### src/rtl/rs_syn_arb_pkg.sv
// Shared types and constants for the RS syndrome codeword arbiter.
// No logic: compile-time only.
// No flow control: package contents only.
package rs_syn_arb_pkg;

    typedef enum logic [0:0] {IDLE = 1'b0, XFER = 1'b1} arb_state_t;

    // Defaults shared with the syndrome wrapper so both sides agree on geometry.
    localparam int RS_N_DEFAULT   = 255;
    localparam int RS_BPS_DEFAULT = 8;

    function automatic int clog2_w(input int value);
        return (value <= 2) ? 1 : $clog2(value);
    endfunction

endpackage

### src/rtl/rs_syn_cw_arbiter_rr_pick.sv
// Round-robin picker: first set candidate at or after ptr, wrapping modulo NREQ.
// Latency: purely combinational.
// No flow control: pure function of its inputs.
module rs_rr_pick #(
    parameter int NREQ = 2,
    parameter int IW   = 1
) (
    input  logic [NREQ-1:0] cand,
    input  logic [IW-1:0]   ptr,
    output logic [IW-1:0]   idx,
    output logic            found
);

    logic [NREQ-1:0] rot;

    // Rotating the doubled vector puts the pointer's source at bit 0; lowest set bit wins.
    always_comb begin
        rot   = NREQ'({cand, cand} >> ptr);
        idx   = '0;
        found = 1'b0;
        for (int k = NREQ - 1; k >= 0; k--) begin
            if (rot[k]) begin
                found = 1'b1;
                idx   = IW'((int'(ptr) + k) % NREQ);
            end
        end
    end

endmodule

### src/rtl/rs_syn_cw_arbiter.sv
// Packet-atomic round-robin arbiter feeding the serial RS syndrome block; optional length check under RS_SYN_ARB_LEN_CHECK_EN.
// Latency: zero-cycle pass-through during a codeword, one idle arbitration cycle between codewords.
// Backpressure: cw_out_ready stalls only the granted source; the grant holds until its eop beat.
module rs_syn_cw_arbiter
    import rs_syn_arb_pkg::*;
#(
    parameter int NREQ          = 2,
    parameter int BITSPERSYMBOL = RS_BPS_DEFAULT,
    parameter int N             = RS_N_DEFAULT,
    parameter int CHWIDTH       = 1
) (
    input  logic                            clk,
    input  logic                            rst,
    input  logic [NREQ-1:0]                 req_valid,
    input  logic [NREQ-1:0]                 req_sop,
    input  logic [NREQ-1:0]                 req_eop,
    input  logic [NREQ-1:0]                 req_erasure,
    input  logic [NREQ*BITSPERSYMBOL-1:0]   req_data,
    output logic [NREQ-1:0]                 req_ready,
    output logic                            cw_out_valid,
    output logic                            cw_out_sop,
    output logic                            cw_out_eop,
    output logic                            cw_out_erasure,
    output logic [BITSPERSYMBOL-1:0]        cw_out_data,
    output logic [CHWIDTH-1:0]              cw_out_channel,
    input  logic                            cw_out_ready,
    output logic                            busy,
    output logic [CHWIDTH-1:0]              grant_id,
    output logic                            orphan_err,
    output logic                            len_err
);

    localparam logic [0:0] ST_IDLE = IDLE;
    localparam logic [0:0] ST_XFER = XFER;

    if (NREQ < 2 || NREQ > 8 || CHWIDTH < clog2_w(NREQ) || N < 1) begin : g_cfg_err
        $error("rs_syn_cw_arbiter: illegal NREQ/CHWIDTH/N combination");
    end

    logic [0:0]         state;
    logic [CHWIDTH-1:0] rr_ptr;
    logic [NREQ-1:0]    cand;
    logic [NREQ-1:0]    gsel;
    logic [CHWIDTH-1:0] pick_idx;
    logic               pick_found;
    logic               beat;

    assign cand = req_valid & req_sop;

    rs_rr_pick #(
        .NREQ (NREQ),
        .IW   (CHWIDTH)
    ) u_pick (
        .cand  (cand),
        .ptr   (rr_ptr),
        .idx   (pick_idx),
        .found (pick_found)
    );

    always_comb begin
        for (int i = 0; i < NREQ; i++) begin
            gsel[i] = (grant_id == CHWIDTH'(i));
        end
    end

    // Outputs are forced quiet while rst is held so the reset is visible without a clock.
    always_comb begin
        req_ready      = '0;
        cw_out_valid   = 1'b0;
        cw_out_sop     = 1'b0;
        cw_out_eop     = 1'b0;
        cw_out_erasure = 1'b0;
        cw_out_data    = '0;
        if (!rst) begin
            if (state == ST_XFER) begin
                for (int i = 0; i < NREQ; i++) begin
                    if (gsel[i]) begin
                        cw_out_valid   = req_valid[i];
                        cw_out_sop     = req_sop[i];
                        cw_out_eop     = req_eop[i];
                        cw_out_erasure = req_erasure[i];
                        cw_out_data    = req_data[i*BITSPERSYMBOL +: BITSPERSYMBOL];
                        req_ready[i]   = cw_out_ready;
                    end
                end
            end else begin
                req_ready = req_valid & ~req_sop;
            end
        end
    end

    assign cw_out_channel = grant_id;
    assign busy           = (state == ST_XFER);
    assign beat           = cw_out_valid & cw_out_ready;

    always_ff @(posedge clk or posedge rst) begin
        if (rst) begin
            state      <= ST_IDLE;
            rr_ptr     <= '0;
            grant_id   <= '0;
            orphan_err <= 1'b0;
        end else if (state == ST_IDLE) begin
            if (|(req_valid & ~req_sop)) begin
                orphan_err <= 1'b1;
            end
            if (pick_found) begin
                grant_id <= pick_idx;
                state    <= ST_XFER;
            end
        end else if (beat && cw_out_eop) begin
            state  <= ST_IDLE;
            rr_ptr <= (grant_id == CHWIDTH'(NREQ - 1)) ? '0 : grant_id + 1'b1;
        end
    end

`ifdef RS_SYN_ARB_LEN_CHECK_EN
    localparam int CW = clog2_w(N + 1);

    logic [CW-1:0] sym_cnt;
    logic          len_err_q;

    // Counter saturates at N so a runaway codeword flags once, then again at its eop.
    always_ff @(posedge clk or posedge rst) begin
        if (rst) begin
            sym_cnt   <= '0;
            len_err_q <= 1'b0;
        end else begin
            len_err_q <= 1'b0;
            if (state == ST_IDLE) begin
                if (pick_found) begin
                    sym_cnt <= '0;
                end
            end else if (beat) begin
                if (cw_out_eop) begin
                    len_err_q <= ((sym_cnt + 1'b1) != CW'(N));
                end else if (sym_cnt != CW'(N)) begin
                    sym_cnt <= sym_cnt + 1'b1;
                    if ((sym_cnt + 1'b1) == CW'(N)) begin
                        len_err_q <= 1'b1;
                    end
                end
            end
        end
    end

    assign len_err = len_err_q;
`else
    assign len_err = 1'b0;
`endif

endmodule

### config.mk
export PLATFORM = sky130hd
export DESIGN_NAME = rs_syn_cw_arbiter
export DESIGN_NICKNAME = d
export VERILOG_FILES = /design/src/rtl/rs_syn_arb_pkg.sv /design/src/rtl/rs_syn_cw_arbiter_rr_pick.sv /design/src/rtl/rs_syn_cw_arbiter.sv
export SDC_FILE = /design/constraint.sdc
export NUM_CORES = 1
export LEC_CHECK = 0
export ABC_AREA = 1
export CORE_MARGIN = 2
export CORE_UTILIZATION = 27
export CTS_BUF_LIST = sky130_fd_sc_hd__clkbuf_16
export CTS_CLUSTER_SIZE = 40
export DETAILED_ROUTE_END_ITERATION = 10
export PLACE_DENSITY_LB_ADDON = 0.25
export SLEW_MARGIN = 25
export SYNTH_ARGS = -nofsm -noshare
export SYNTH_HDL_FRONTEND = slang
export SYNTH_SLANG_ARGS = --single-unit
export TNS_END_PERCENT = 50
### constraint.sdc
create_clock -name clk -period 1.2 [get_ports clk]
set_input_delay 0.24 -clock clk [delete_from_list [all_inputs] [get_ports clk]]
set_output_delay 0.24 -clock clk [all_outputs]
set_load 0.005 [all_outputs]
==> results of run 1 <==
sequential cells by signal, indices dropped and copies added (netlist names):
name            count
busy                1
cw_out_channel      1
orphan_err          1
rr_ptr              1
logic make-up (layout without fill, tap and decap cells):
logic type,count (synthesis),in the layout
AND/OR/NAND/NOR,51,51
buffers and inverters,14,79
AO/OA/AOI/OAI,7,7
flip-flops,4,4
other,1,1
area by class of cell:
cell class                 instances  area share
tap                               16      0.0163
multi-input combinational         59       0.316
clock buffer                       3      0.0612
inverter                           9      0.0316
timing repair buffer              67       0.491
sequential                         4      0.0836
power by group through the flow:
stage	registers, uW	clock network [uW]	logic (uW)
after CTS	246	529	1480
after global placement	232	0	1210
after floorplan	244	0	451
final	264	520	1590
after global routing	267	535	1710
after detailed placement	230	0	1240
cells in the final DEF, fill, tap and decap left out, types with 2 or more instances in the layout:
cell type and count:
dfrtp_2 2, clkbuf_16 3, nor3_1 2, nor2_1 10
dfrtp_1 2, nand2_2 4, buf_4 10, nor2_2 11
inv_2 2, o32ai_2 2, clkdlybuf4s50_1 22, nand3_1 2
nand2_1 8, buf_2 14, nor2_4 3, buf_6 11
clkbuf_2 2, a21oi_1 2, inv_1 6, dlygate4sd2_1 5
nor3_2 7
layer usage:
layer / global-route usage / vias to the layer above / part of all wire
met5: 0 / - / 0
met4: 0.133 / 0 / 0.012
li1: - / 374 / -
met2: 0.415 / 30 / 0.54
met3: 0.0500 / 2 / 0.075
met1: 0.246 / 323 / 0.37
stage by stage:
step | power, uW | setup slack [ns] | util | hold slack [ns] | instances
3_5_place_dp | 1470 | -0.788 | 0.664 | 0.460 | 149
6_report | 2380 | -0.290 | 0.815 | 0.203 | 158
2_1_floorplan | 695 | 0.0374 | - | 0.0225 | 77
5_1_grt | 2510 | -0.318 | 0.815 | 0.230 | 158
3_3_place_gp | 1440 | -0.772 | 0.664 | 0.455 | 149
4_1_cts | 2250 | -0.298 | 0.772 | 0.177 | 158
how the worst max path moves through the flow:
stage	start	endpoint	slack (ns)	cells past startpoint
floorplan	cw_out_channel	req_ready[0]	0.04	2
global placement	rst	cw_out_data[1]	-0.77	6
detailed placement	rst	cw_out_data[1]	-0.79	6
CTS	busy	busy	-0.30	2
global route	cw_out_channel	cw_out_data[0]	-0.32	5
finish	cw_out_channel	cw_out_data[2]	-0.29	5
worst min-delay path: cells and delay by family:
| family | cells | cell delay [ns] |
|---|---|---|
| buffers and inverters | 3 | 0.52 |
repair_timing:
item	in CTS	in global routing
resized for setup	93	25
endpoints found under the setup margin	20	19
setup buffers	5	0
hold buffers	0	0
pin swaps	5	7
cloned	2	0
==> results.json, run 1 <==
{
  "cts.sinks": 4,
  "avgSynthCellArea_um2": 5.59,
  "yosys.area_share.simple": 0.509,
  "path_buf_inv": 3,
  "reg2reg_from": "cw_out_channel",
  "crit_path_start_kind": "flop",
  "max_stage_delay_ns": 0.44,
  "ios": 46,
  "cts.clk_slew.worst_paths_ns": 0.03,
  "synth_warnings": 0,
  "routed_wl_um": 2150,
  "critPathKind": "flop to output pin",
  "htreeDepth": 1,
  "clock_latency_ns": 0.23,
  "clock_path_buffers": 2,
  "core_mm2": 0.00151,
  "switchingPower_uw": 862,
  "antenna_found_initial": 0,
  "clockRootBuffer": "clkbuf_16",
  "grt_pass1_vias": 759,
  "p_int_uw": 1510,
  "fin_tns_setup_ns": -4.02,
  "synth_seq_area_share": 0.233,
  "maxCapViolations": 0,
  "async_flop_share": 1.00,
  "power_density_mw_per_mm2": 1940,
  "stdcell_area_mm2": 0.00123,
  "synth_most_common_cell": "nor2_1",
  "final_nets": 171,
  "swShare": 0.363,
  "multi_input_area_um2": 388,
  "fillerInstances": 103,
  "synth_area_um2": 430,
  "worstPathRequired_ns": 0.96,
  "dieWidth_um": 43.9,
  "rsz0062_at_grt": "yes",
  "synth_common_cells": "21 x nor2_1, 13 x nand2_1, 9 x nor3_1, 7 x inv_1, 4 x dfrtp_1",
  "path_cells": "buf_6 -> buf_6 -> nor2_1 -> nor3_1 -> buf_2",
  "r2r_end": "busy",
  "drt_iter0_drc": 0,
  "numCtsBuffers": 3,
  "grt.overflow.total": 0,
  "status": "finished, violations left",
  "post-dp-hpwl_um": 1380,
  "die_height_um": 43.9,
  "synthFlopType": "dfrtp_1",
  "synth_xor_area_frac": 0,
  "cts_tree": "done",
  "n_antenna_cell": 0,
  "synth_compound_area_frac": 0.102,
  "synth_adder_area_share": 0,
  "initial_core_util": 0.286,
  "finalCritPeriodShare": 1.24,
  "cp_max_fo": 5,
  "synth_mux_area_frac": 0,
  "placement_rows": 14,
  "synth_top_family_by_area": "simple AND/OR/NAND/NOR gates",
  "synth_top_area_cell": "dfrtp_1",
  "worst_setup_path_end_kind": "output pin",
  "total_leakage_power_uw": 0.000586,
  "violations": "setup timing",
  "hp-class": "input port to async pin",
  "finalMaxSlewViolations": 0,
  "fin_ws_ns": -0.290,
  "ant_nets": 0,
  "synthCells": 77,
  "syn-num-nets": 104,
  "grtUsageTotal": 0.232,
  "globalplace.congestion": 0.869,
  "grt_max_degree": 7,
  "place_area_mm2": 0.00100,
  "synth_seq_cells": 4,
  "yosysTopAreaCellShare": 0.233,
  "pwr-share-clk": 0.219,
  "reg2reg_depth": 9,
  "ir_drop_mv": 1.73,
  "crit_path_frequent_cell": "buf_6",
  "skew_ns": 0.000959,
  "area_growth_pct": 185,
  "final-hold-violation-count": 0,
  "timing.final.crit_period_ns": 1.49,
  "seqCellArea_um2": 103,
  "slowest_stage": "dfrtp_2",
  "viasPerCell": 4.61,
  "synthTopCellsByArea": "dfrtp_1 23%, nor2_1 18%, nand2_1 11%, nor3_1 10%, inv_1 6.1%",
  "drc_errors": 0,
  "power_frac_comb": 0.670,
  "grt_pass1_wl_um": 3230,
  "finalSetupViolCount": 17,
  "r2r_setup_slack_ns": -0.14,
  "synth_edf_count": 0,
  "route.vias.total": 729,
  "cp_top_family": "flip-flops",
  "max_freq_mhz": 671,
  "io_buffers": 44,
  "firstDrtPassIters": 1,
  "routedWlPerCell_um": 13.6,
  "die_area_mm2": 0.00193,
  "arrival_ns": 1.25,
  "synth_cell_types": 16,
  "power_frac_seq": 0.111,
  "drive_gt1_frac": 0.556
}
No activity file was read; power rests on OpenSTA's default activity.
==> run 2: changes to the inputs <==
--- a/config.mk
+++ b/config.mk
@@ -7,8 +7,8 @@
 export LEC_CHECK = 0
 export ABC_AREA = 1
 export CORE_MARGIN = 2
-export CORE_UTILIZATION = 27
-export CTS_BUF_LIST = sky130_fd_sc_hd__clkbuf_16
+export CORE_UTILIZATION = 28
+export CTS_BUF_LIST = sky130_fd_sc_hd__clkbuf_4 sky130_fd_sc_hd__clkbuf_8
 export CTS_CLUSTER_SIZE = 40
 export DETAILED_ROUTE_END_ITERATION = 10
 export PLACE_DENSITY_LB_ADDON = 0.25
==> results.json, run 2 (synthesis results as in run 1) <==
{
  "status": "finished, violations left",
  "violations": "setup timing",
  "power_frac_comb": 0.787,
  "finalCritPeriodShare": 1.25,
  "final_common_cell": "clkdlybuf4s50_1",
  "core_mm2": 0.00147,
  "drc_errors": 0,
  "grt_pass1_wl_um": 3130,
  "place_area_mm2": 0.00100,
  "grt_max_degree": 9,
  "clock_latency_ns": 0.24,
  "dieWidth_um": 43.2,
  "globalplace.congestion": 0.839,
  "grt.overflow.total": 0,
  "finalMaxSlewViolations": 0,
  "arrival_ns": 1.26,
  "ant_nets": 0,
  "cp_max_fo": 5,
  "seqCellArea_um2": 101,
  "area_growth_pct": 165,
  "firstDrtPassIters": 4,
  "mostFrequentLayoutCells": "24 x clkdlybuf4s50_1, 15 x buf_4, 14 x buf_2, 11 x nor2_1, 11 x nor2_2",
  "drive_gt1_frac": 0.524,
  "numCtsBuffers": 3,
  "switchingPower_uw": 762,
  "pwr-share-clk": 0.087,
  "placement_rows": 14,
  "final_nets": 172,
  "critPathKind": "flop to output pin",
  "route.vias.total": 719,
  "skew_ns": 0.00540,
  "io_buffers": 44,
  "worstPathRequired_ns": 0.96,
  "cts_tree": "done",
  "finalSetupViolCount": 18,
  "drt_iter0_drc": 5,
  "multi_input_area_um2": 364,
  "p_total_uw": 1920,
  "die_height_um": 43.2,
  "ir_drop_mv": 1.14,
  "routed_wl_um": 1920,
  "fillerInstances": 118,
  "initial_core_util": 0.293,
  "clock_path_buffers": 2,
  "swShare": 0.397,
  "total_leakage_power_uw": 0.000556,
  "grtUsageTotal": 0.223,
  "maxCapViolations": 0,
  "hp-class": "input port to async pin",
  "cts.sinks": 4,
  "die_area_mm2": 0.00187,
  "n_antenna_cell": 0,
  "routedWlPerCell_um": 12.1,
  "final-hold-violation-count": 0,
  "htreeDepth": 1,
  "p_int_uw": 1160,
  "rsz0062_at_grt": "yes",
  "worst_setup_path_end_kind": "output pin",
  "timing.final.crit_period_ns": 1.50,
  "crit_path_start_kind": "flop",
  "viasPerCell": 4.52,
  "max_freq_mhz": 665,
  "power_frac_seq": 0.126,
  "fin_ws_ns": -0.304,
  "post-dp-hpwl_um": 1370,
  "antenna_found_initial": 0,
  "grt_pass1_vias": 768,
  "ios": 46,
  "power_density_mw_per_mm2": 1680,
  "stdcell_area_mm2": 0.00114,
  "final_util": 0.775,
  "cts.clk_slew.worst_paths_ns": 0.04,
  "cts_hold_buf": 0,
  "clockRootBuffer": "clkbuf_4"
}
## run 2: cell types whose count changed in the layout (fill, tap and decap cells not counted), moves of 2 or more
cell | previous run | this run
buf_4 | 10 | 15
buf_6 | 11 | 7
clkbuf_16 | 3 | 0
clkbuf_4 | 0 | 3
clkdlybuf4s50_1 | 22 | 24
dlygate4sd2_1 | 5 | 3
## run 2: worst paths after layout
| check | slack [ns] | cells after the start | endpoint | startpoint |
|---|---|---|---|---|
| worst max-delay path | -0.30 | 6 | cw_out_data[0] | cw_out_channel |
| worst min-delay path | 0.16 | 3 | rr_ptr | rst |
| worst max register to register | -0.23 | 10 | busy | cw_out_channel |
| worst min register to register | 0.47 | 1 | orphan_err | orphan_err |
| max in group asynchronous | 0.92 | 3 | busy | rst |
| min in group clk | 0.47 | 1 | orphan_err | orphan_err |
## run 2: timing repair
| item | 4_1_cts | 5_1_grt |
|---|---|---|
| buffers inserted | 6 | 1 |
| endpoints found under the hold margin | 0 | 0 |
| gates cloned | 1 | 0 |
| resized for setup | 82 | 19 |
| pin swaps | 9 | 6 |
| setup endpoints to repair | 20 | 19 |
## run 2: per-stage QoR
step | cells | setup TNS, ns | hold slack [ns] | setup WS [ns]
2_1_floorplan | 77 | 0 | 0.0225 | 0.0374
3_3_place_gp | 149 | -11.35 | 0.454 | -0.764
3_5_place_dp | 149 | -11.85 | 0.467 | -0.804
4_1_cts | 158 | -4.86 | 0.143 | -0.332
5_1_grt | 159 | -5.45 | 0.178 | -0.380
6_report | 159 | -4.25 | 0.162 | -0.304
## run 2: layout make-up
cell class	instances	share of cell area
timing repair buffer	68	0.525
multi-input combinational	59	0.319
sequential	4	0.0889
inverter	9	0.0296
clock buffer	3	0.0198
tap	16	0.0176
## run 2: power groups by stage
stage	logic, uW	registers (uW)	clock network, uW
4_1_cts	1410	233	178
5_1_grt	1640	249	184
3_3_place_gp	1210	232	0
6_report	1510	242	166
3_5_place_dp	1230	235	0
2_1_floorplan	451	244	0
## run 2: worst max-delay path, stage by stage, from the launching register on
cell and delay, ns:
dfrtp_1 0.40, inv_2 0.08, buf_6 0.12, buf_12 0.11
nor2_1 0.04, nor3_1 0.13, buf_2 0.14
## run 2: per-layer routing
metal | part of all wire | vias up | wire length (um) | global-route usage
met5 | 0 | - | 0 | 0
met4 | 0.011 | 0 | 21 | 0.139
met3 | 0.088 | 2 | 169 | 0.0596
met2 | 0.54 | 27 | 1040 | 0.400
met1 | 0.36 | 315 | 694 | 0.222
li1 | - | 375 | - | -
==> run 3: changes to the inputs <==
--- a/config.mk
+++ b/config.mk
@@ -7,7 +7,7 @@
 export LEC_CHECK = 0
 export ABC_AREA = 1
 export CORE_MARGIN = 2
-export CORE_UTILIZATION = 28
+export CORE_UTILIZATION = 31
 export CTS_BUF_LIST = sky130_fd_sc_hd__clkbuf_4 sky130_fd_sc_hd__clkbuf_8
 export CTS_CLUSTER_SIZE = 40
 export DETAILED_ROUTE_END_ITERATION = 10
==> constraint.sdc (replaced) <==
create_clock -name clk -period 1.85 [get_ports clk]
set_input_delay 0.37 -clock clk [delete_from_list [all_inputs] [get_ports clk]]
set_output_delay 0.37 -clock clk [all_outputs]
set_load 0.005 [all_outputs]
==> results.json, run 3 (synthesis results as in run 1) <==
{
  "core_mm2": 0.00130,
  "total_leakage_power_uw": 0.000504,
  "grtUsageTotal": 0.211,
  "crit_path_start_kind": "input port",
  "ios": 46,
  "finalSetupViolCount": 0,
  "worstPathRequired_ns": 1.48,
  "power_density_mw_per_mm2": 966,
  "drc_errors": 0,
  "area_growth_pct": 137,
  "arrival_ns": 1.42,
  "n_antenna_cell": 0,
  "slowest_stage": "clkdlybuf4s50_1",
  "status": "complete, no violations",
  "route.vias.total": 703,
  "worst_setup_path_end_kind": "output pin",
  "initial_core_util": 0.331,
  "routedWlPerCell_um": 11.1,
  "grt.overflow.total": 0,
  "p_int_uw": 594,
  "die_area_mm2": 0.00170,
  "timing.final.crit_period_ns": 1.79,
  "mostFrequentLayoutCells": "29 x clkdlybuf4s50_1, 21 x nor2_1, 13 x buf_4, 11 x nand2_1, 11 x dlygate4sd2_1",
  "cts.sinks": 4,
  "final_nets": 163,
  "pwr-share-clk": 0.104,
  "max_freq_mhz": 558,
  "dieWidth_um": 41.3,
  "die_height_um": 41.3,
  "max_stage_delay_ns": 0.48,
  "power_frac_comb": 0.742,
  "critPathKind": "input port to output pin",
  "reg2reg_depth": 8,
  "path_cells": "clkdlybuf4s50_1 -> buf_4 -> nor2_1 -> nor3_1 -> dlygate4sd2_1",
  "final-hold-violation-count": 0,
  "cts.clk_slew.worst_paths_ns": 0.03,
  "ir_drop_mv": 0.852,
  "antenna_found_initial": 0,
  "cp_max_fo": 2,
  "fillerInstances": 104,
  "cts_tree": "done",
  "clock_latency_ns": 0.23,
  "seqCellArea_um2": 100,
  "placement_rows": 13,
  "reg2reg_from": "cw_out_channel",
  "clock_path_buffers": 2,
  "hp-class": "input port to async pin",
  "grt_pass1_vias": 575,
  "numCtsBuffers": 3,
  "multi_input_area_um2": 304,
  "io_buffers": 44,
  "rsz0062_at_grt": "yes",
  "hold-worst-slack_ns": 0.269,
  "htreeDepth": 1,
  "finalMaxSlewViolations": 0,
  "r2r_setup_slack_ns": 0.47,
  "swShare": 0.397,
  "drive_gt1_frac": 0.269,
  "drt_iter0_drc": 16,
  "viasPerCell": 4.72,
  "final_common_cell": "clkdlybuf4s50_1",
  "maxCapViolations": 0,
  "r2r_end": "rr_ptr",
  "globalplace.congestion": 0.891,
  "grt_pass1_wl_um": 2330,
  "skew_ns": 0.000642,
  "power_frac_seq": 0.153,
  "switchingPower_uw": 392,
  "fin_tns_setup_ns": 0,
  "routed_wl_um": 1660,
  "firstDrtPassIters": 5,
  "ant_nets": 0,
  "clockRootBuffer": "clkbuf_4",
  "grt_max_degree": 15,
  "finalCritPeriodShare": 0.968,
  "post-dp-hpwl_um": 1260
}
## run 3: changes by cell type in the layout (fill, tap and decap cells not counted), sizes merged
cell           change
dlygate4sd2        +8
dlymetal6s2s       -1
clkdlybuf4s50      +5
clkbuf             -1
buf               -21
clkdlybuf4s15      +1
## run 3: power by group through the flow
stage	Sequential (uW)	Clock, uW	Combinational, uW
4_1_cts	148	109	731
3_5_place_dp	147	0	749
6_report	151	103	732
3_3_place_gp	146	0	742
5_1_grt	153	116	806
2_1_floorplan	158	0	293
## run 3: worst max-delay path by stage
stage	start	endpoint	slack (ns)	cells past startpoint
global placement	req_valid[0]	req_ready[0]	-0.38	5
detailed placement	rst	cw_out_data[3]	-0.39	6
CTS	req_valid[0]	req_ready[0]	0.02	5
floorplan	rst	cw_out_data[0]	0.51	4
global route	req_sop[0]	cw_out_sop	-0.001	5
finish	req_sop[0]	cw_out_sop	0.06	5
## run 3: final cells by class
cell class                 count  area share
inverter                       9      0.0331
multi-input combinational     59       0.298
sequential                     4      0.0980
clock buffer                   3      0.0221
timing repair buffer          59       0.531
tap                           15      0.0184
## run 3: critical path, delay by kind of cell
kind	cells	cell delay, ns
buffers and inverters	3	0.84
AND/OR/NAND/NOR	2	0.20
## run 3: per-stage QoR
stage	std cells	power, uW	setup slack (ns)	instance area, um2	util
detailed placement	145	897	-0.395	977	0.751
floorplan	77	451	0.510	430	-
CTS	149	988	0.0210	1010	0.780
global route	149	1080	-0.00126	1020	0.785
finish	149	986	0.0586	1020	0.785
global placement	145	888	-0.375	977	0.751
## run 3: routing by layer
metal  up-vias  track usage  wire, um
met5         -            0         0
li1        357            -         -
met4         0        0.105         0
met1       312        0.216       616
met2        34        0.383       851
met3         0       0.0598       191
## run 3: timing repair
action | CTS | global route
endpoints found under the setup margin | 14 | 2
gates resized for setup | 31 | 4
buffers inserted | 1 | 0
hold buffers | 0 | 0
pin swaps | 1 | 0
